File: config.mk
export PLATFORM = sky130hd
export DESIGN_NAME = ccm_ctr_stream_flat
export DESIGN_NICKNAME = d
export VERILOG_FILES = /design/src/rtl/ccm_pkg.sv /design/src/rtl/ccm_ctr_stream_if.sv /design/src/rtl/ccm_ctr_ks_slicer.sv /design/src/rtl/ccm_ctr_stream.sv /design/src/flat_wrapper.sv
export SDC_FILE = /design/constraint.sdc
export NUM_CORES = 1
export LEC_CHECK = 0
export CORE_MARGIN = 4
export CORE_UTILIZATION = 35
export CTS_BUF_LIST = sky130_fd_sc_hd__clkbuf_4 sky130_fd_sc_hd__clkbuf_8 sky130_fd_sc_hd__clkbuf_16
export DETAILED_ROUTE_END_ITERATION = 12
export HOLD_SLACK_MARGIN = 0.1
export PLACE_DENSITY_LB_ADDON = 0.1
export SLEW_MARGIN = 10
export SYNTH_ARGS = -nofsm -noshare
export SYNTH_HDL_FRONTEND = slang
export SYNTH_HIERARCHICAL = 1
export SYNTH_SLANG_ARGS = --single-unit
File: constraint.sdc
create_clock -name clk -period 2.1 [get_ports clk]
set_input_delay 0.42 -clock clk [delete_from_list [all_inputs] [get_ports clk]]
set_output_delay 0.42 -clock clk [all_outputs]
set_load 0.01 [all_outputs]
File: src/rtl/ccm_pkg.sv
// Shared definitions for the CCM counter-mode stream datapath.
package ccm_pkg;

  localparam int AES_BLOCK_W = 128;

  typedef enum logic [1:0] {
    IDLE = 2'd0,
    REQ  = 2'd1,
    KS   = 2'd2
  } ccm_state_e;

  // Plain-vector copies of the state encoding for the FSM register.
  localparam logic [1:0] ST_IDLE = IDLE;
  localparam logic [1:0] ST_REQ  = REQ;
  localparam logic [1:0] ST_KS   = KS;

  // Fields must tile one AES block exactly, and beats must tile it in whole bytes.
  function automatic bit widths_ok(input int data_w, input int w_flag,
                                   input int w_nonce, input int w_count);
    if (data_w <= 0) return 1'b0;
    if ((data_w % 8) != 0) return 1'b0;
    if ((AES_BLOCK_W % data_w) != 0) return 1'b0;
    return (w_flag + w_nonce + w_count) == AES_BLOCK_W;
  endfunction

endpackage

File: src/rtl/ccm_ctr_stream_if.sv
// Bundle of the control, stream and AES-port signals of ccm_ctr_stream.
interface ccm_ctr_stream_if #(
  parameter int DATA_W      = 32,
  parameter int WIDTH_NONCE = 100,
  parameter int WIDTH_FLAG  = 8,
  parameter int WIDTH_COUNT = 20
);
  localparam int KEEP_W = DATA_W / 8;

  logic                   start;
  logic [WIDTH_NONCE-1:0] ccm_ctr_nonce;
  logic [WIDTH_FLAG-1:0]  ccm_ctr_flag;
  logic [WIDTH_COUNT-1:0] count_init;

  logic [DATA_W-1:0]      input_data;
  logic                   input_en;
  logic                   input_last;
  logic [KEEP_W-1:0]      input_keep;
  logic                   input_ready;

  logic                   aes_req;
  logic [127:0]           aes_block;
  logic                   aes_ack;
  logic [127:0]           aes_result;

  logic [DATA_W-1:0]      out_data;
  logic                   out_en;
  logic                   out_last;
  logic [KEEP_W-1:0]      out_keep;
  logic                   out_ready;

  logic                   ctr_wrap;
  logic                   busy;

  // Datapath side
  modport slave (
    input  start, ccm_ctr_nonce, ccm_ctr_flag, count_init,
    input  input_data, input_en, input_last, input_keep,
    output input_ready,
    output aes_req, aes_block,
    input  aes_ack, aes_result,
    output out_data, out_en, out_last, out_keep,
    input  out_ready,
    output ctr_wrap, busy
  );

  // Environment side: packer, AES core and tag path
  modport master (
    output start, ccm_ctr_nonce, ccm_ctr_flag, count_init,
    output input_data, input_en, input_last, input_keep,
    input  input_ready,
    input  aes_req, aes_block,
    output aes_ack, aes_result,
    input  out_data, out_en, out_last, out_keep,
    output out_ready,
    input  ctr_wrap, busy
  );

endinterface

File: src/rtl/ccm_ctr_ks_slicer.sv
// Holds one keystream block, tracks the beat index within it and produces the
// XORed, byte-masked beat plus its keep vector.
module ccm_ctr_ks_slicer
  import ccm_pkg::*;
#(
  parameter int DATA_W = 32
) (
  input  logic                   clk,
  input  logic                   kill_n,
  input  logic                   i_clear,
  input  logic                   i_load,
  input  logic [AES_BLOCK_W-1:0] i_ks,
  input  logic                   i_beat,
  input  logic [DATA_W-1:0]      i_data,
  input  logic                   i_last,
  input  logic [DATA_W/8-1:0]    i_keep,
  output logic [DATA_W-1:0]      o_data,
  output logic [DATA_W/8-1:0]    o_keep,
  output logic                   o_block_end
);

  localparam int BEATS  = AES_BLOCK_W / DATA_W;
  localparam int KEEP_W = DATA_W / 8;
  localparam int IDX_W  = (BEATS > 1) ? $clog2(BEATS) : 1;
  localparam logic [IDX_W-1:0] LAST_IDX = IDX_W'(BEATS - 1);

  logic [AES_BLOCK_W-1:0] r_ks;
  logic [IDX_W-1:0]       r_idx;
  logic [AES_BLOCK_W-1:0] w_ks_shift;
  logic [DATA_W-1:0]      w_ks_beat;
  logic [DATA_W-1:0]      w_mask;

  // Keystream block register and beat index; a new block restarts at beat 0.
  always_ff @(posedge clk or negedge kill_n) begin
    if (!kill_n) begin
      r_ks  <= '0;
      r_idx <= '0;
    end else if (i_clear) begin
      r_ks  <= '0;
      r_idx <= '0;
    end else if (i_load) begin
      r_ks  <= i_ks;
      r_idx <= '0;
    end else if (i_beat) begin
      r_idx <= (r_idx == LAST_IDX) ? '0 : r_idx + IDX_W'(1);
    end
  end

  // Beat k uses the k-th DATA_W slice counted from the MSB end of the block.
  assign w_ks_shift  = r_ks << (DATA_W * int'(r_idx));
  assign w_ks_beat   = w_ks_shift[AES_BLOCK_W-1 -: DATA_W];
  assign o_block_end = (r_idx == LAST_IDX);
  assign o_keep      = i_last ? i_keep : {KEEP_W{1'b1}};

  // Expand keep to a bit mask so invalid bytes of the final beat read as zero.
  always_comb begin
    w_mask = '0;
    for (int b = 0; b < KEEP_W; b++) begin
      w_mask[b*8 +: 8] = {8{o_keep[b]}};
    end
  end

  assign o_data = (i_data ^ w_ks_beat) & w_mask;

endmodule

File: src/rtl/ccm_ctr_stream.sv
// CCM counter-mode datapath: builds {flag,nonce,count} blocks for the AES core,
// XORs the returned keystream onto the stream and masks the final partial beat.
//
//   state   | meaning
//   --------+------------------------------------------------------------
//   IDLE    | no message; stream input blocked
//   REQ     | counter block offered on aes_req, waiting for aes_ack
//   KS      | keystream held; beats accepted and XORed until block/message end
module ccm_ctr_stream
  import ccm_pkg::*;
#(
  parameter int DATA_W      = 32,
  parameter int WIDTH_NONCE = 100,
  parameter int WIDTH_FLAG  = 8,
  parameter int WIDTH_COUNT = 20
) (
  input logic             clk,
  input logic             kill_n,
  ccm_ctr_stream_if.slave bus
);

  localparam int KEEP_W = DATA_W / 8;

  if (!widths_ok(DATA_W, WIDTH_FLAG, WIDTH_NONCE, WIDTH_COUNT)) begin : g_bad_cfg
    $error("ccm_ctr_stream: fields must sum to 128 and DATA_W must be a byte multiple dividing 128");
  end

  logic [1:0]             r_state;
  logic                   r_aes_req;
  logic [WIDTH_FLAG-1:0]  r_flag;
  logic [WIDTH_NONCE-1:0] r_nonce;
  logic [WIDTH_COUNT-1:0] r_count;
  logic                   r_wrap;

  logic [DATA_W-1:0]      r_out_data;
  logic                   r_out_en;
  logic                   r_out_last;
  logic [KEEP_W-1:0]      r_out_keep;

  logic                   w_ack_take;
  logic                   w_beat;
  logic                   w_block_end;
  logic [DATA_W-1:0]      w_beat_data;
  logic [KEEP_W-1:0]      w_beat_keep;

  // An ack only counts while the request is actually raised; start beats everything.
  assign w_ack_take      = (r_state == ST_REQ) && r_aes_req && bus.aes_ack && !bus.start;
  assign bus.input_ready = (r_state == ST_KS) && !bus.start && (!r_out_en || bus.out_ready);
  assign w_beat          = bus.input_en && bus.input_ready;

  // Sequencing and counter fields. A start while a request is raised drops
  // aes_req for one cycle so the AES side sees a fresh request with new fields.
  always_ff @(posedge clk or negedge kill_n) begin
    if (!kill_n) begin
      r_state   <= ST_IDLE;
      r_aes_req <= 1'b0;
      r_flag    <= '0;
      r_nonce   <= '0;
      r_count   <= '0;
      r_wrap    <= 1'b0;
    end else if (bus.start) begin
      r_state   <= ST_REQ;
      r_aes_req <= !r_aes_req;
      r_flag    <= bus.ccm_ctr_flag;
      r_nonce   <= bus.ccm_ctr_nonce;
      r_count   <= bus.count_init;
      r_wrap    <= 1'b0;
    end else begin
      case (r_state)
        ST_IDLE: begin
          r_aes_req <= 1'b0;
        end
        ST_REQ: begin
          if (!r_aes_req) begin
            r_aes_req <= 1'b1;
          end else if (w_ack_take) begin
            r_aes_req <= 1'b0;
            r_state   <= ST_KS;
          end
        end
        ST_KS: begin
          if (w_beat) begin
            if (bus.input_last) begin
              r_state <= ST_IDLE;
            end else if (w_block_end) begin
              r_state   <= ST_REQ;
              r_aes_req <= 1'b1;
              r_count   <= r_count + WIDTH_COUNT'(1);
              if (&r_count) r_wrap <= 1'b1;
            end
          end
        end
        default: begin
          r_state   <= ST_IDLE;
          r_aes_req <= 1'b0;
        end
      endcase
    end
  end

  ccm_ctr_ks_slicer #(
    .DATA_W(DATA_W)
  ) u_slicer (
    .clk        (clk),
    .kill_n     (kill_n),
    .i_clear    (bus.start),
    .i_load     (w_ack_take),
    .i_ks       (bus.aes_result),
    .i_beat     (w_beat),
    .i_data     (bus.input_data),
    .i_last     (bus.input_last),
    .i_keep     (bus.input_keep),
    .o_data     (w_beat_data),
    .o_keep     (w_beat_keep),
    .o_block_end(w_block_end)
  );

  // Output register: loads on every accepted beat, holds while downstream stalls.
  always_ff @(posedge clk or negedge kill_n) begin
    if (!kill_n) begin
      r_out_data <= '0;
      r_out_en   <= 1'b0;
      r_out_last <= 1'b0;
      r_out_keep <= '0;
    end else if (bus.start) begin
      r_out_data <= '0;
      r_out_en   <= 1'b0;
      r_out_last <= 1'b0;
      r_out_keep <= '0;
    end else if (w_beat) begin
      r_out_data <= w_beat_data;
      r_out_en   <= 1'b1;
      r_out_last <= bus.input_last;
      r_out_keep <= w_beat_keep;
    end else if (bus.out_ready) begin
      r_out_en   <= 1'b0;
    end
  end

  assign bus.aes_req   = r_aes_req;
  assign bus.aes_block = {r_flag, r_nonce, r_count};
  assign bus.out_data  = r_out_data;
  assign bus.out_en    = r_out_en;
  assign bus.out_last  = r_out_last;
  assign bus.out_keep  = r_out_keep;
  assign bus.ctr_wrap  = r_wrap;
  assign bus.busy      = (r_state != ST_IDLE);

endmodule
File: src/flat_wrapper.sv
// flat-port wrapper written by rule: the top's interface ports become plain ports
module ccm_ctr_stream_flat import ccm_pkg::*;
#(
  parameter int DATA_W      = 32,
  parameter int WIDTH_NONCE = 100,
  parameter int WIDTH_FLAG  = 8,
  parameter int WIDTH_COUNT = 20
)
  (clk, kill_n, bus_start, bus_ccm_ctr_nonce, bus_ccm_ctr_flag, bus_count_init, bus_input_data, bus_input_en, bus_input_last, bus_input_keep, bus_input_ready, bus_aes_req, bus_aes_block, bus_aes_ack, bus_aes_result, bus_out_data, bus_out_en, bus_out_last, bus_out_keep, bus_out_ready, bus_ctr_wrap, bus_busy);
  ccm_ctr_stream_if #(.DATA_W(DATA_W), .WIDTH_NONCE(WIDTH_NONCE), .WIDTH_FLAG(WIDTH_FLAG), .WIDTH_COUNT(WIDTH_COUNT)) bus_i ();
  input logic clk;
  input logic kill_n;
  input wire logic [$bits(bus_i.start)-1:0] bus_start;
  input wire logic [$bits(bus_i.ccm_ctr_nonce)-1:0] bus_ccm_ctr_nonce;
  input wire logic [$bits(bus_i.ccm_ctr_flag)-1:0] bus_ccm_ctr_flag;
  input wire logic [$bits(bus_i.count_init)-1:0] bus_count_init;
  input wire logic [$bits(bus_i.input_data)-1:0] bus_input_data;
  input wire logic [$bits(bus_i.input_en)-1:0] bus_input_en;
  input wire logic [$bits(bus_i.input_last)-1:0] bus_input_last;
  input wire logic [$bits(bus_i.input_keep)-1:0] bus_input_keep;
  output wire logic [$bits(bus_i.input_ready)-1:0] bus_input_ready;
  output wire logic [$bits(bus_i.aes_req)-1:0] bus_aes_req;
  output wire logic [$bits(bus_i.aes_block)-1:0] bus_aes_block;
  input wire logic [$bits(bus_i.aes_ack)-1:0] bus_aes_ack;
  input wire logic [$bits(bus_i.aes_result)-1:0] bus_aes_result;
  output wire logic [$bits(bus_i.out_data)-1:0] bus_out_data;
  output wire logic [$bits(bus_i.out_en)-1:0] bus_out_en;
  output wire logic [$bits(bus_i.out_last)-1:0] bus_out_last;
  output wire logic [$bits(bus_i.out_keep)-1:0] bus_out_keep;
  input wire logic [$bits(bus_i.out_ready)-1:0] bus_out_ready;
  output wire logic [$bits(bus_i.ctr_wrap)-1:0] bus_ctr_wrap;
  output wire logic [$bits(bus_i.busy)-1:0] bus_busy;
  assign bus_i.start = bus_start;
  assign bus_i.ccm_ctr_nonce = bus_ccm_ctr_nonce;
  assign bus_i.ccm_ctr_flag = bus_ccm_ctr_flag;
  assign bus_i.count_init = bus_count_init;
  assign bus_i.input_data = bus_input_data;
  assign bus_i.input_en = bus_input_en;
  assign bus_i.input_last = bus_input_last;
  assign bus_i.input_keep = bus_input_keep;
  assign bus_input_ready = bus_i.input_ready;
  assign bus_aes_req = bus_i.aes_req;
  assign bus_aes_block = bus_i.aes_block;
  assign bus_i.aes_ack = bus_aes_ack;
  assign bus_i.aes_result = bus_aes_result;
  assign bus_out_data = bus_i.out_data;
  assign bus_out_en = bus_i.out_en;
  assign bus_out_last = bus_i.out_last;
  assign bus_out_keep = bus_i.out_keep;
  assign bus_i.out_ready = bus_out_ready;
  assign bus_ctr_wrap = bus_i.ctr_wrap;
  assign bus_busy = bus_i.busy;
  ccm_ctr_stream #(.DATA_W(DATA_W), .WIDTH_NONCE(WIDTH_NONCE), .WIDTH_FLAG(WIDTH_FLAG), .WIDTH_COUNT(WIDTH_COUNT)) u_core (.clk(clk), .kill_n(kill_n), .bus(bus_i));
endmodule
== Word level (Yosys, flattened, before mapping) ==
Cells that the tools add are included.

* Add/sub/neg operators: 2
* Equality and inequality tests: 11
* Shift-type cells: 1
* Muxes and demuxes: 41
* Bitwise operators: 2
* Reduce and logical (&&, ||, !) cells: 24

{| class="wikitable"
|+ Operators with widths
! cell !! number
|-
| 128-bit two-way mux || 2
|-
| 128-bit by 7-bit left shift with 128-bit output || 1
|-
| 20-bit two-way mux || 5
|-
| 32-bit two-way mux || 2
|-
| 32-bit bitwise AND || 1
|-
| 32-bit XOR || 1
|-
| 20-bit by 1-bit adder with 20-bit output, second input constant || 1
|-
| 2-bit two-way mux || 10
|-
| 20-bit AND reduction || 1
|-
| 1-bit two-way mux || 17
|-
| 4-bit two-way mux || 3
|-
| 3-bit != test, second input constant || 4
|-
| 2-bit nonzero test || 6
|-
| 5-bit AND reduction || 2
|-
| 1-bit logical AND || 6
|-
| 2-bit one-hot mux with 3 select lines || 1
|-
| 3-bit nonzero test || 2
|-
| 2-bit equality test, second input constant || 2
|-
| 2-bit != test, second input constant || 2
|-
| 4-bit != test, second input constant || 1
|-
| 4-bit AND reduction || 1
|-
| 1-bit zero test || 3
|-
| 3-bit by 2-bit != test with 1-bit output, second input constant || 1
|-
| 3-bit AND reduction || 1
|-
| 5 further kinds || 5
|}

* Bits in registers: 300
* Input bits: 299
* Output and inout port bits: 170
* Logic and storage cells: 93

== Logic depth before layout (Yosys ltp) ==
Gate-level depths: netlist (run 1).

* Depth in word-level cells: 8
* Depth in mapped cells: 8
* Gate-level depth less buffers: 7

== By module ==
Netlist (run 1), hierarchy kept.

{| class="wikitable"
|+ By module, submodules not included
! module !! times used !! cells an instance !! area an instance (um2)
|-
| ccm_ctr_stream || 1 || 568 || 7024.2
|-
| ccm_ctr_ks_slicer || 1 || 537 || 6470.0
|}

== Worst setup path after synthesis (run 1) ==
OpenSTA, ideal clock, no wires.

* Kind: register to register
* Start point: reg u_core.r_state[0]
* End point: reg u_core.r_count[19]
* Data arrival time: 2.082 ns
* Setup slack: -0.064 ns
* Stages on the path, launching flop included: 8
* Period minus slack after synthesis: 2.164 ns
* Path through: dfrtp_1 inv_1 ha_1 nand2b_4 or4_1 buf_2 or4_1 a31oi_1

* Cells in the longest elaborated chain, start to end: 6
* Elaborated cells between the ends (all ways): 7
* Classes of those cells: eq/ne: 1; reduce/logical: 6

{| class="wikitable"
|+ RTL lines
! element !! RTL line !! text
|-
| start, declared || ccm_ctr_stream.sv:28 || <nowiki>logic [1:0] r_state;</nowiki>
|-
| start signal, assigned || ccm_ctr_stream.sv:55 || <nowiki>r_state <= ST_IDLE;</nowiki>
|-
| start signal, assigned || ccm_ctr_stream.sv:62 || <nowiki>r_state <= ST_REQ;</nowiki>
|-
| start signal, assigned || ccm_ctr_stream.sv:78 || <nowiki>r_state <= ST_KS;</nowiki>
|-
| 2-bit equality test * || ccm_ctr_stream.sv:48, ccm_ctr_stream.sv:69 ||
|-
| 1-bit logical AND (2 in series) || ccm_ctr_stream.sv:48 || <nowiki>assign bus.input_ready = (r_state == ST_KS) && !bus.start && (!r_out_en || bus.out_ready);</nowiki>
|-
| 1-bit logical AND || ccm_ctr_stream.sv:49 || <nowiki>assign w_beat = bus.input_en && bus.input_ready;</nowiki>
|-
| 2-bit nonzero test (no source line) || -- ||
|-
| 4-bit AND reduction (no source line) * || -- ||
|-
| end signal, assigned || ccm_ctr_stream.sv:66 || <nowiki>r_count <= bus.count_init;</nowiki>
|-
| end signal, assigned || ccm_ctr_stream.sv:88 || <nowiki>r_count <= r_count + WIDTH_COUNT'(1);</nowiki>
|-
| end, declared || ccm_ctr_stream.sv:32 || <nowiki>logic [WIDTH_COUNT-1:0] r_count;</nowiki>
|}

Mark *: on every way between the ends. The rest lies on a longest branch, timed or not.
A chain may end at the register's enable or synchronous reset.

== Worst setup path after layout (run 1) ==
Ends and elaborated chain as after synthesis.

==> results of run 1 <==
[path summary, 6_finish.rpt]
| check | end | depth (start not counted) | from | slack, ns |
|---|---|---|---|---|
| max in group asynchronous | u_core/r_nonce[99] | 3 | kill_n | 0.95 |
| setup reg to reg | u_core/r_count[19] | 7 | u_core/r_state[0] | 0.05 |
| setup / recovery | u_core/r_count[19] | 7 | u_core/r_state[0] | 0.05 |
| min in group clk | u_core/r_count[19] | 3 | bus_count_init[19] | 0.46 |
| hold / removal | u_core/r_nonce[72] | 2 | kill_n | 0.45 |
| hold reg to reg | u_core/r_nonce[46] | 1 | u_core/r_nonce[46] | 0.50 |
[timing repair]
action	in CTS	in global routing
cloned	1	0
endpoints found under the hold margin	51	0
pin swaps	2	2
resized for setup	9	7
hold buffers	1	0
setup endpoints to repair	4	12
buffers inserted	2	0
[metrics by stage]
stage	worst slack, ns	instances	hold slack [ns]	power, mW
floorplan	0.003189	1105	0.1244	8.209
global placement	-0.3444	2060	0.4164	10.00
detailed placement	-0.3599	2060	0.4222	10.06
CTS	0.001013	2127	0.4409	16.24
global route	-0.01556	2134	0.4492	16.78
finish	0.04506	2134	0.4504	16.00
[area by class of cell]
type / instances / area (um^2) / share of cell area, %
sequential: 300 / 7510 / 37.08
multi-input combinational: 682 / 5482 / 27.06
timing repair buffer: 522 / 5260 / 25.97
clock buffer: 55 / 1111 / 5.486
tap: 511 / 639.4 / 3.157
inverter: 49 / 183.9 / 0.9081
clock inverter: 8 / 51.30 / 0.2533
antenna: 7 / 17.52 / 0.08648
[cells by family (layout without fill, tap and decap cells)]
kind of cell	after synthesis	after routing
buf+inv	123	634
fa+ha+maj	6	6
simple gates	285	285
compound gates	83	83
mux	272	272
flops	300	300
other cells	0	7
xor+xnor	36	36
[routing by layer]
layer  vias to the layer above  global-route usage, %
li1                       4837                      -
met5                         -                      0
met4                         8                  6.246
met2                       299                  32.66
met3                        63                  5.427
met1                      4906                  25.59
[cells in the mapped netlist (2+ instances only)]
library cell,count
and3_1,4
mux4_2,28
and4_1,2
or4_1,13
mux2i_1,132
a21oi_1,4
nor3_1,4
nor4_1,3
nand3_1,46
nand4_1,7
nand2_1,16
clkbuf_1,43
mux2_2,108
buf_12,3
and2_1,2
o31ai_1,11
dfrtp_1,300
nor2_1,175
nor2b_1,6
inv_1,49
ha_1,6
o211ai_1,3
buf_6,2
xnor2_1,36
buf_1,7
a31oi_1,13
buf_2,19
mux4_1,4
o21ai_0,46
[state kept, by name, summed over array words and instances, names as in the netlist]
name / flops
u_core/bus.aes_req: 1
u_core/bus.ctr_wrap: 1
u_core/bus.out_data: 32
u_core/bus.out_en: 1
u_core/bus.out_keep: 4
u_core/bus.out_last: 1
u_core/r_count: 20
u_core/r_flag: 8
u_core/r_nonce: 100
u_core/r_state: 2
u_core/u_slicer/r_idx: 2
u_core/u_slicer/r_ks: 128
[worst register-to-register path, delay by kind of cell (launching register included)]
kind	cells	cell delay [ns]
and+or+nand+nor	3	1.05
DFF	1	0.38
buffers and inverters	2	0.23
AOI/OAI and AO/OA	1	0.17
adders and majority gates	1	0.14
[report_power, final]
group	leakage, nW	switching, mW	internal (mW)
clock network	0.592	2.44	3.66
registers	3.87	0.303	6.30
logic	3.90	1.42	1.89
total	8.36	4.16	11.8
==> impl_metrics.tcl, run 1 <==
set metrics [dict create \
    wl_met2_um 20560 \
    final_cell_mix "464 x clkdlybuf4s50_1, 298 x dfrtp_1, 175 x nor2_1, 132 x mux2i_1, 108 x mux2_2" \
    synthFlopType "dfrtp_1" \
    synthesis.nets 1410 \
    path_clk_slew_ns 0.06 \
    drt.antenna.violating_nets 0 \
    synth-simple-area-share_pct 9.541 \
    setup_tns_ns 0 \
    final_common_cell "clkdlybuf4s50_1" \
    slowest_delay_ns 0.50 \
    hpwl_um 31990 \
    wl_per_cell_um 20.06 \
    synth_compound_area_share_pct 3.607 \
    vias 10110 \
    grt-ovfl-total 0 \
    synth_edf_count 0 \
    ios 469 \
    power_density_nw_per_um2 790.2 \
    ys_ff_latch 300 \
    initial_core_util_pct 35.66 \
    dpl_cell_area_um2 19020 \
    synthXorXnorAreaFrac_pct 2.337 \
    fin_nets 1897 \
    synthAdderAreaFrac_pct 0.5563 \
    synthMuxAreaShare_pct 24.26 \
    maxCapViolations 0 \
    clkLatencyLatePin_ns 0.52 \
    status "finished, final reports clean" \
    grt_pass1_wl_um 64010 \
    numCtsBuffers 37 \
    clock.fmax_ghz 0.4866 \
    grt_usage_pct 19.82 \
    setup_viol 0 \
    fin_area_um2 20250 \
    post-route-drc-count 0 \
    syn_avg_cell_area_um2 12.21 \
    route.met3.wl_um 2889 \
    cpMaxStageDelayCell "or4_4" \
    cp_max_fo 5 \
    worstSetupPathType "reg2reg" \
    syn_area_um2 13490 \
    std_cell_rows 71 \
    h-tree-depth 2 \
    startpoint_type "flip-flop" \
    worstPathCellList "inv_2, ha_4, nand2b_4, or4_4, buf_6, or4_1, a31oi_1" \
    arrival_ns 2.50 \
    fillers 3423 \
    async_reset_ff_share_pct 100.0 \
    routed_wl_um 42820 \
    synth_top_family_by_area "multiplexers" \
    drt_pass1_iterations 5 \
    viasPerCell 4.739 \
    floorplan.die_area_um2 41760 \
    cts.sinks 300 \
    synthToLayoutAreaGrowth_pct 50.10 \
    synth_top_area_share_pct 55.63 \
    grt_pass1_vias 10440 \
    cts_root_buf "clkbuf_16" \
    hold_violations 0 \
    cp.required_ns 2.54 \
    drt_iter0_markers 328 \
    coreArea_um2 37840 \
    finalMaxSlewViolations 0 \
    peakVddDrop_mv 0.5732 \
    final_core_util_pct 53.52 \
    place.gp.congestion 0.7884 \
    yosysWarnings 6 \
    leakage_nw 8.361 \
    drive_gt1_share_pct 16.52 \
    relSlewSlack_pct 47.81 \
    cts_buffer_depth 3 \
    worst_pin_slew_ns 0.7828 \
    antenna_found_initial 11 \
    wl_met1_um 18130 \
    yosys.area.top_type "dfrtp_1" \
    yosysSeqAreaShare_pct 55.63 \
    synth_cells 1105 \
    ys_types 42 \
    grt_max_degree 131 \
    fin_crit_sh_pct 97.85 \
    highest_layer "met5" \
    crit_family "simple AND/OR/NAND/NOR gates" \
    end_kind "flip-flop" \
    hp-class "in2async" \
    fin_crit_ns 2.055 \
    die_x_um 204.4 \
    grt_setup_unrepaired "yes" \
    path_buf_inv 2 \
    portBuffers 468 \
    dieHeight_um 204.4 \
    ys_top_cells_by_area "dfrtp_1 56%, mux2i_1 9.8%, mux2_2 9.0%" \
    cts_tree "built" \
    fin_worst_skew_ns 0.009804 \
]
Note: power is estimated with default switching activity, not from simulation.
==> run 2, diff against run 1 <==
--- a/config.mk
+++ b/config.mk
@@ -5,8 +5,9 @@
 export SDC_FILE = /design/constraint.sdc
 export NUM_CORES = 1
 export LEC_CHECK = 0
+export CORE_ASPECT_RATIO = 0.7
 export CORE_MARGIN = 4
-export CORE_UTILIZATION = 35
+export CORE_UTILIZATION = 33
 export CTS_BUF_LIST = sky130_fd_sc_hd__clkbuf_4 sky130_fd_sc_hd__clkbuf_8 sky130_fd_sc_hd__clkbuf_16
 export DETAILED_ROUTE_END_ITERATION = 12
 export HOLD_SLACK_MARGIN = 0.1
==> impl_metrics.tcl, run 2 (synthesized netlist as in run 1, its figures left out) <==
set metrics [dict create \
    status "finished, final reports clean" \
    ios 469 \
    crit_cells 5 \
    die_x_um 249.7 \
    floorplan.die_area_um2 44240 \
    cts.sinks 300 \
    slowest_delay_ns 0.36 \
    grt-ovfl-total 0 \
    r2r_cells 7 \
    grt_max_degree 120 \
    viasPerCell 4.752 \
    clkLatencyLatePin_ns 0.52 \
    wl_met2_um 21080 \
    post-route-drc-count 0 \
    grt_pass1_vias 10580 \
    peakVddDrop_mv 0.5879 \
    drive_gt1_share_pct 16.88 \
    pwr-share-clk_pct 37.7 \
    synthToLayoutAreaGrowth_pct 50.90 \
    grt_setup_unrepaired "yes" \
    relSlewSlack_pct 54.81 \
    drt_pass1_iterations 4 \
    dpl.cell_count 2091 \
    path_buf_inv 4 \
    p_int_mw 11.91 \
    stdcell_count 2160 \
    drt_iter0_markers 521 \
    dpl_cell_area_um2 19160 \
    place.gp.congestion 0.7954 \
    cts_root_buf "clkbuf_16" \
    setup_tns_ns 0 \
    setup.worst_path.end "bus_busy" \
    place_ws_ns -0.3773 \
    fin_crit_ns 2.043 \
    worst_pin_slew_ns 0.6779 \
    hold_violations 0 \
    cts_tree "built" \
    setup_ws_ns 0.05744 \
    cts_buffer_depth 3 \
    whs_ns 0.3967 \
    rr_startpoint "u_core/r_state[0]" \
    wl_met1_um 18840 \
    fin_area_um2 20360 \
    final_core_util_pct 50.82 \
    antenna_found_initial 8 \
    wl_per_cell_um 20.24 \
    maxCapViolations 0 \
    startpoint_type "flip-flop" \
    dieHeight_um 177.2 \
    final_common_cell "clkdlybuf4s50_1" \
    fin_nets 1903 \
    h-tree-depth 2 \
    finalPower_mw 16.05 \
    crit_family "buffers and inverters" \
    std_cell_rows 61 \
    r2r_end "u_core/r_count[17]" \
    p_switching_mw 4.146 \
    power_density_nw_per_um2 788.3 \
    fin_crit_sh_pct 97.26 \
    coreArea_um2 40070 \
    cp_max_fo 2 \
    path_clk_slew_ns 0.06 \
    portBuffers 468 \
    numCtsBuffers 34 \
    cpMaxStageDelayCell "dfrtp_1" \
    hp-class "in2async" \
    switching_share_pct 25.83 \
    clock.fmax_ghz 0.4896 \
    seq_power_share_pct 41.2 \
    hpwl_um 31530 \
    comb_power_share_pct 21.1 \
    worstSetupPathType "reg2out" \
    grt_usage_pct 19.17 \
    crit_path_start "u_core/r_state[0]" \
    fin_worst_skew_ns 0.01857 \
    finalMaxSlewViolations 0 \
    largest_reg_flops 128 \
    drt.antenna.violating_nets 0 \
    final_cell_mix "464 x clkdlybuf4s50_1, 298 x dfrtp_1, 175 x nor2_1, 132 x mux2i_1, 108 x mux2_2" \
    initial_core_util_pct 33.68 \
    setup_viol 0 \
    vias 10270 \
    leakage_nw 8.406 \
    highest_layer "met5" \
    r2r_slack_ns 0.07 \
    grt_pass1_wl_um 65870 \
    routed_wl_um 43730 \
    route.met3.wl_um 3079 \
    end_kind "primary output" \
    worstPathCellList "inv_2, buf_4, ha_1, inv_1, clkdlybuf4s15_1" \
    largest-register "u_core/u_slicer/r_ks" \
    arrival_ns 1.62 \
    cp.required_ns 1.68 \
]
## run 2: cell types whose count changed in the layout (fill, tap and decap cells not counted), sizes merged
| cell | previous run | this run |
|---|---|---|
| buf | 56 | 65 |
| diode | 7 | 2 |
| clkinv | 6 | 3 |
| inv | 51 | 49 |
| clkbuf | 56 | 57 |
| clkdlybuf4s15 | 0 | 1 |
| clkinvlp | 0 | 1 |
## run 2: power by group through the flow
stage | sequential [mW] | clock (mW) | combinational [mW]
final | 6.61 | 6.05 | 3.39
after global routing | 6.68 | 6.50 | 3.68
after CTS | 6.61 | 6.26 | 3.44
after detailed placement | 6.71 | 0 | 3.43
after global placement | 6.70 | 0 | 3.40
after floorplan | 6.78 | 0 | 1.43
## run 2: final cells by class
cell class,instances,area (um^2)
Timing Repair Buffer,531,5379
Antenna cell,2,5.005
Sequential cell,300,7510
Inverter,49,183.9
Multi-Input combinational cell,682,5474
Fill cell,3588,19710
Tap cell,535,669.4
Clock buffer,57,1120
Clock inverter,4,22.52
## run 2: worst register-to-register path, delay by kind of cell, from the launching register on
family / cells / cell delay (ns)
simple gates: 3 / 1.02
fa+ha+maj: 1 / 0.15
buf+inv: 2 / 0.23
compound gates: 1 / 0.16
flops: 1 / 0.39
## run 2: routing by layer
layer / track usage [%] / up-vias
li1: - / 4835
met1: 25.42 / 5070
met2: 31.50 / 280
met3: 5.905 / 66
met4: 3.670 / 14
met5: 0 / -
## run 2: worst min-delay path by stage
stage / from / end / slack (ns)
3_5_place_dp: kill_n / u_core/r_nonce[42] / 0.35
6_report: kill_n / u_core/r_nonce[42] / 0.40
3_3_place_gp: kill_n / u_core/r_nonce[42] / 0.35
4_1_cts: kill_n / u_core/r_flag[4] / 0.39
5_1_grt: kill_n / u_core/r_nonce[42] / 0.41
2_1_floorplan: kill_n / u_core/bus.aes_req / 0.12
## run 2: what timing repair did
item / CTS / global route
setup endpoints to repair: 7 / 9
setup buffers: 2 / 2
pin swaps: 0 / 9
hold buffers: 1 / 0
gates resized for setup: 9 / 2
cloned: 1 / 0
endpoints found under the hold margin: 32 / 0
==> run 3, diff against run 2 <==
--- a/config.mk
+++ b/config.mk
@@ -15,5 +15,4 @@
 export SLEW_MARGIN = 10
 export SYNTH_ARGS = -nofsm -noshare
 export SYNTH_HDL_FRONTEND = slang
-export SYNTH_HIERARCHICAL = 1
 export SYNTH_SLANG_ARGS = --single-unit
==> impl_metrics.tcl, run 3 <==
set metrics [dict create \
    place.gp.congestion 0.8014 \
    power_density_nw_per_um2 816.2 \
    relSlewSlack_pct 61.19 \
    cts_root_buf "clkbuf_16" \
    multi_input_area_um2 5175 \
    end_kind "primary output" \
    final_common_cell "clkdlybuf4s50_1" \
    setup_tns_ns 0 \
    synth_common_cells "300 x dfrtp_1, 271 x nand2_1, 131 x a21oi_1" \
    cts_buffer_depth 3 \
    crit_path_start "u_core.r_count[1]" \
    cts.sinks 300 \
    synth_cells 1130 \
    leakage_nw 7.900 \
    largest_reg_flops 128 \
    fin_nets 1906 \
    syn_area_um2 12950 \
    finalPower_mw 16.01 \
    dpl.cell_count 2094 \
    fin_area_um2 19610 \
    cpMaxStageDelayCell "clkdlybuf4s50_1" \
    clkLatencyLatePin_ns 0.56 \
    dpl_cell_area_um2 18560 \
    grt_max_degree 99 \
    wl_per_cell_um 19.85 \
    synthFlopType "dfrtp_1" \
    synthesis.nets 1434 \
    async_reset_ff_share_pct 100.0 \
    largest-register "u_core.u_slicer.r_ks" \
    arrival_ns 1.60 \
    r2r_slack_ns 0.08 \
    worst_pin_slew_ns 0.5821 \
    path_clk_slew_ns 0.06 \
    floorplan.die_area_um2 42510 \
    peakVddDrop_mv 0.5690 \
    worstPathCellList "buf_4, clkdlybuf4s50_1" \
    grt-ovfl-total 0 \
    whs_ns 0.2472 \
    yosysSeqAreaShare_pct 57.99 \
    numCtsBuffers 31 \
    yosysWarnings 0 \
    hold_violations 0 \
    coreArea_um2 38590 \
    maxCapViolations 0 \
    ys_top_cells_by_area "dfrtp_1 58%, mux2_2 9.4%, nand2_1 7.9%" \
    grt_pass1_wl_um 65670 \
    drive_gt1_share_pct 16.17 \
    yosys.area.top_type "dfrtp_1" \
    routed_wl_um 42710 \
    setup_viol 0 \
    startpoint_type "flip-flop" \
    ys_ff_latch 300 \
    ys_types 45 \
    worstSetupPathType "reg2out" \
    syn_avg_cell_area_um2 11.46 \
    std_cell_rows 60 \
    initial_core_util_pct 33.55 \
    grt_pass1_vias 10750 \
    slowest_delay_ns 0.57 \
    fillers 3522 \
    status "finished, final reports clean" \
    synth_edf_count 0 \
    die_x_um 244.7 \
    fin_crit_sh_pct 96.41 \
    grt_usage_pct 19.59 \
    fin_worst_skew_ns 0.007675 \
    r2r_cells 5 \
    final_cell_mix "456 x clkdlybuf4s50_1, 298 x dfrtp_1, 271 x nand2_1, 131 x a21oi_1, 108 x mux2_2" \
    h-tree-depth 1 \
    portBuffers 468 \
    hp-class "in2reg" \
    post-route-drc-count 0 \
    dieHeight_um 173.7 \
    cp.required_ns 1.68 \
    drt.antenna.violating_nets 0 \
    rr_startpoint "u_core.u_slicer.r_idx[0]" \
    viasPerCell 4.803 \
    cts_tree "built" \
    crit_family "buffers and inverters" \
    drt_pass1_iterations 5 \
    vias 10340 \
    synth_top_area_share_pct 57.99 \
    hpwl_um 31430 \
    yosysMostFrequentCell "dfrtp_1" \
    r2r_end "u_core.r_count[16]" \
    fin_crit_ns 2.025 \
    stdcell_count 2152 \
    ios 469 \
    setup.worst_path.end "bus_aes_block[1]" \
    crit_cells 2 \
    regArea_um2 7510 \
    path_buf_inv 2 \
    clock.fmax_ghz 0.4939 \
    antenna_found_initial 7 \
    drt_iter0_markers 581 \
    finalMaxSlewViolations 0 \
    synthToLayoutAreaGrowth_pct 51.48 \
    cp_max_fo 4 \
]
[run 3: cell count changes after synthesis, moves of 15 or more]
cell,previous run,this run
o2bb2ai_1,0,32
nand3_1,46,9
clkbuf_1,43,68
inv_1,49,6
o21ai_0,46,14
nor2_1,175,15
buf_2,19,4
mux2i_1,132,2
a21oi_1,4,131
nand2_1,16,271
[run 3: through the flow]
step	util, %	worst slack (ns)
global route	50.82	-0.00009859
detailed placement	48.10	-0.3781
floorplan	-	0.006953
global placement	48.10	-0.3496
finish	50.82	0.07544
CTS	50.70	0.01284
[run 3: where the power goes]
group | internal [mW] | switching (mW) | total [mW]
Combinational | 1.97 | 1.80 | 3.77
Clock | 3.11 | 2.29 | 5.40
Sequential | 6.45 | 0.392 | 6.84
[run 3: how the worst min path moves through the flow]
stage | slack (ns) | end | startpoint | cells past startpoint
after floorplan | 0.12 | u_core.bus.aes_req | kill_n | 0
after global placement | 0.36 | u_core.r_nonce[98] | kill_n | 1
after detailed placement | 0.36 | u_core.r_nonce[92] | kill_n | 1
after CTS | 0.21 | u_core.bus.out_last | bus_start | 4
after global routing | 0.24 | u_core.bus.out_last | bus_start | 4
final | 0.25 | u_core.bus.out_last | bus_start | 4
[run 3: cell type report]
| class | count | area share, % |
|---|---|---|
| clock inverter | 8 | 0.3700 |
| sequential | 300 | 38.29 |
| clock buffer | 43 | 4.638 |
| inverter | 7 | 0.1340 |
| tap | 527 | 3.362 |
| timing repair buffer | 518 | 26.75 |
| multi-input combinational | 744 | 26.39 |
| antenna | 5 | 0.06380 |
[run 3: worst reg2reg max path: cells and delay by family (launching register included)]
family	cells	cell delay (ns)
compound gates	1	0.18
fa+ha+maj	1	0.17
flops	1	0.41
simple gates	3	1.19
[run 3: cells by family (layout without fill, tap and decap cells)]
group / after synthesis / in the layout / synth area share [%]
AO/OA/AOI/OAI: 217 / 217 / 10.07
XOR/XNOR: 37 / 37 / 2.503
adder cells (fa/ha/maj): 5 / 5 / 0.4832
buffers and inverters: 86 / 576 / 2.648
flip-flops: 300 / 300 / 57.99
multiplexers: 142 / 142 / 15.12
other: 0 / 5 / 0
AND/OR/NAND/NOR: 343 / 343 / 11.19
[run 3: what timing repair did]
action | in CTS | in global routing
pin swaps | 0 | 1
hold buffers | 1 | 0
endpoints found under the setup margin | 15 | 30
cloned | 0 | 0
resized for setup | 18 | 8
hold endpoints to repair | 40 | 0
buffers inserted | 0 | 1
[run 3: layer usage]
metal  wire (um)  vias to the layer above  track usage [%]
met1       18560                     5107            26.43
met3        2400                       55            4.654
met5          28                        -                0
met2       20980                      259            32.53
met4         739                        6            3.944
li1            -                     4908                -
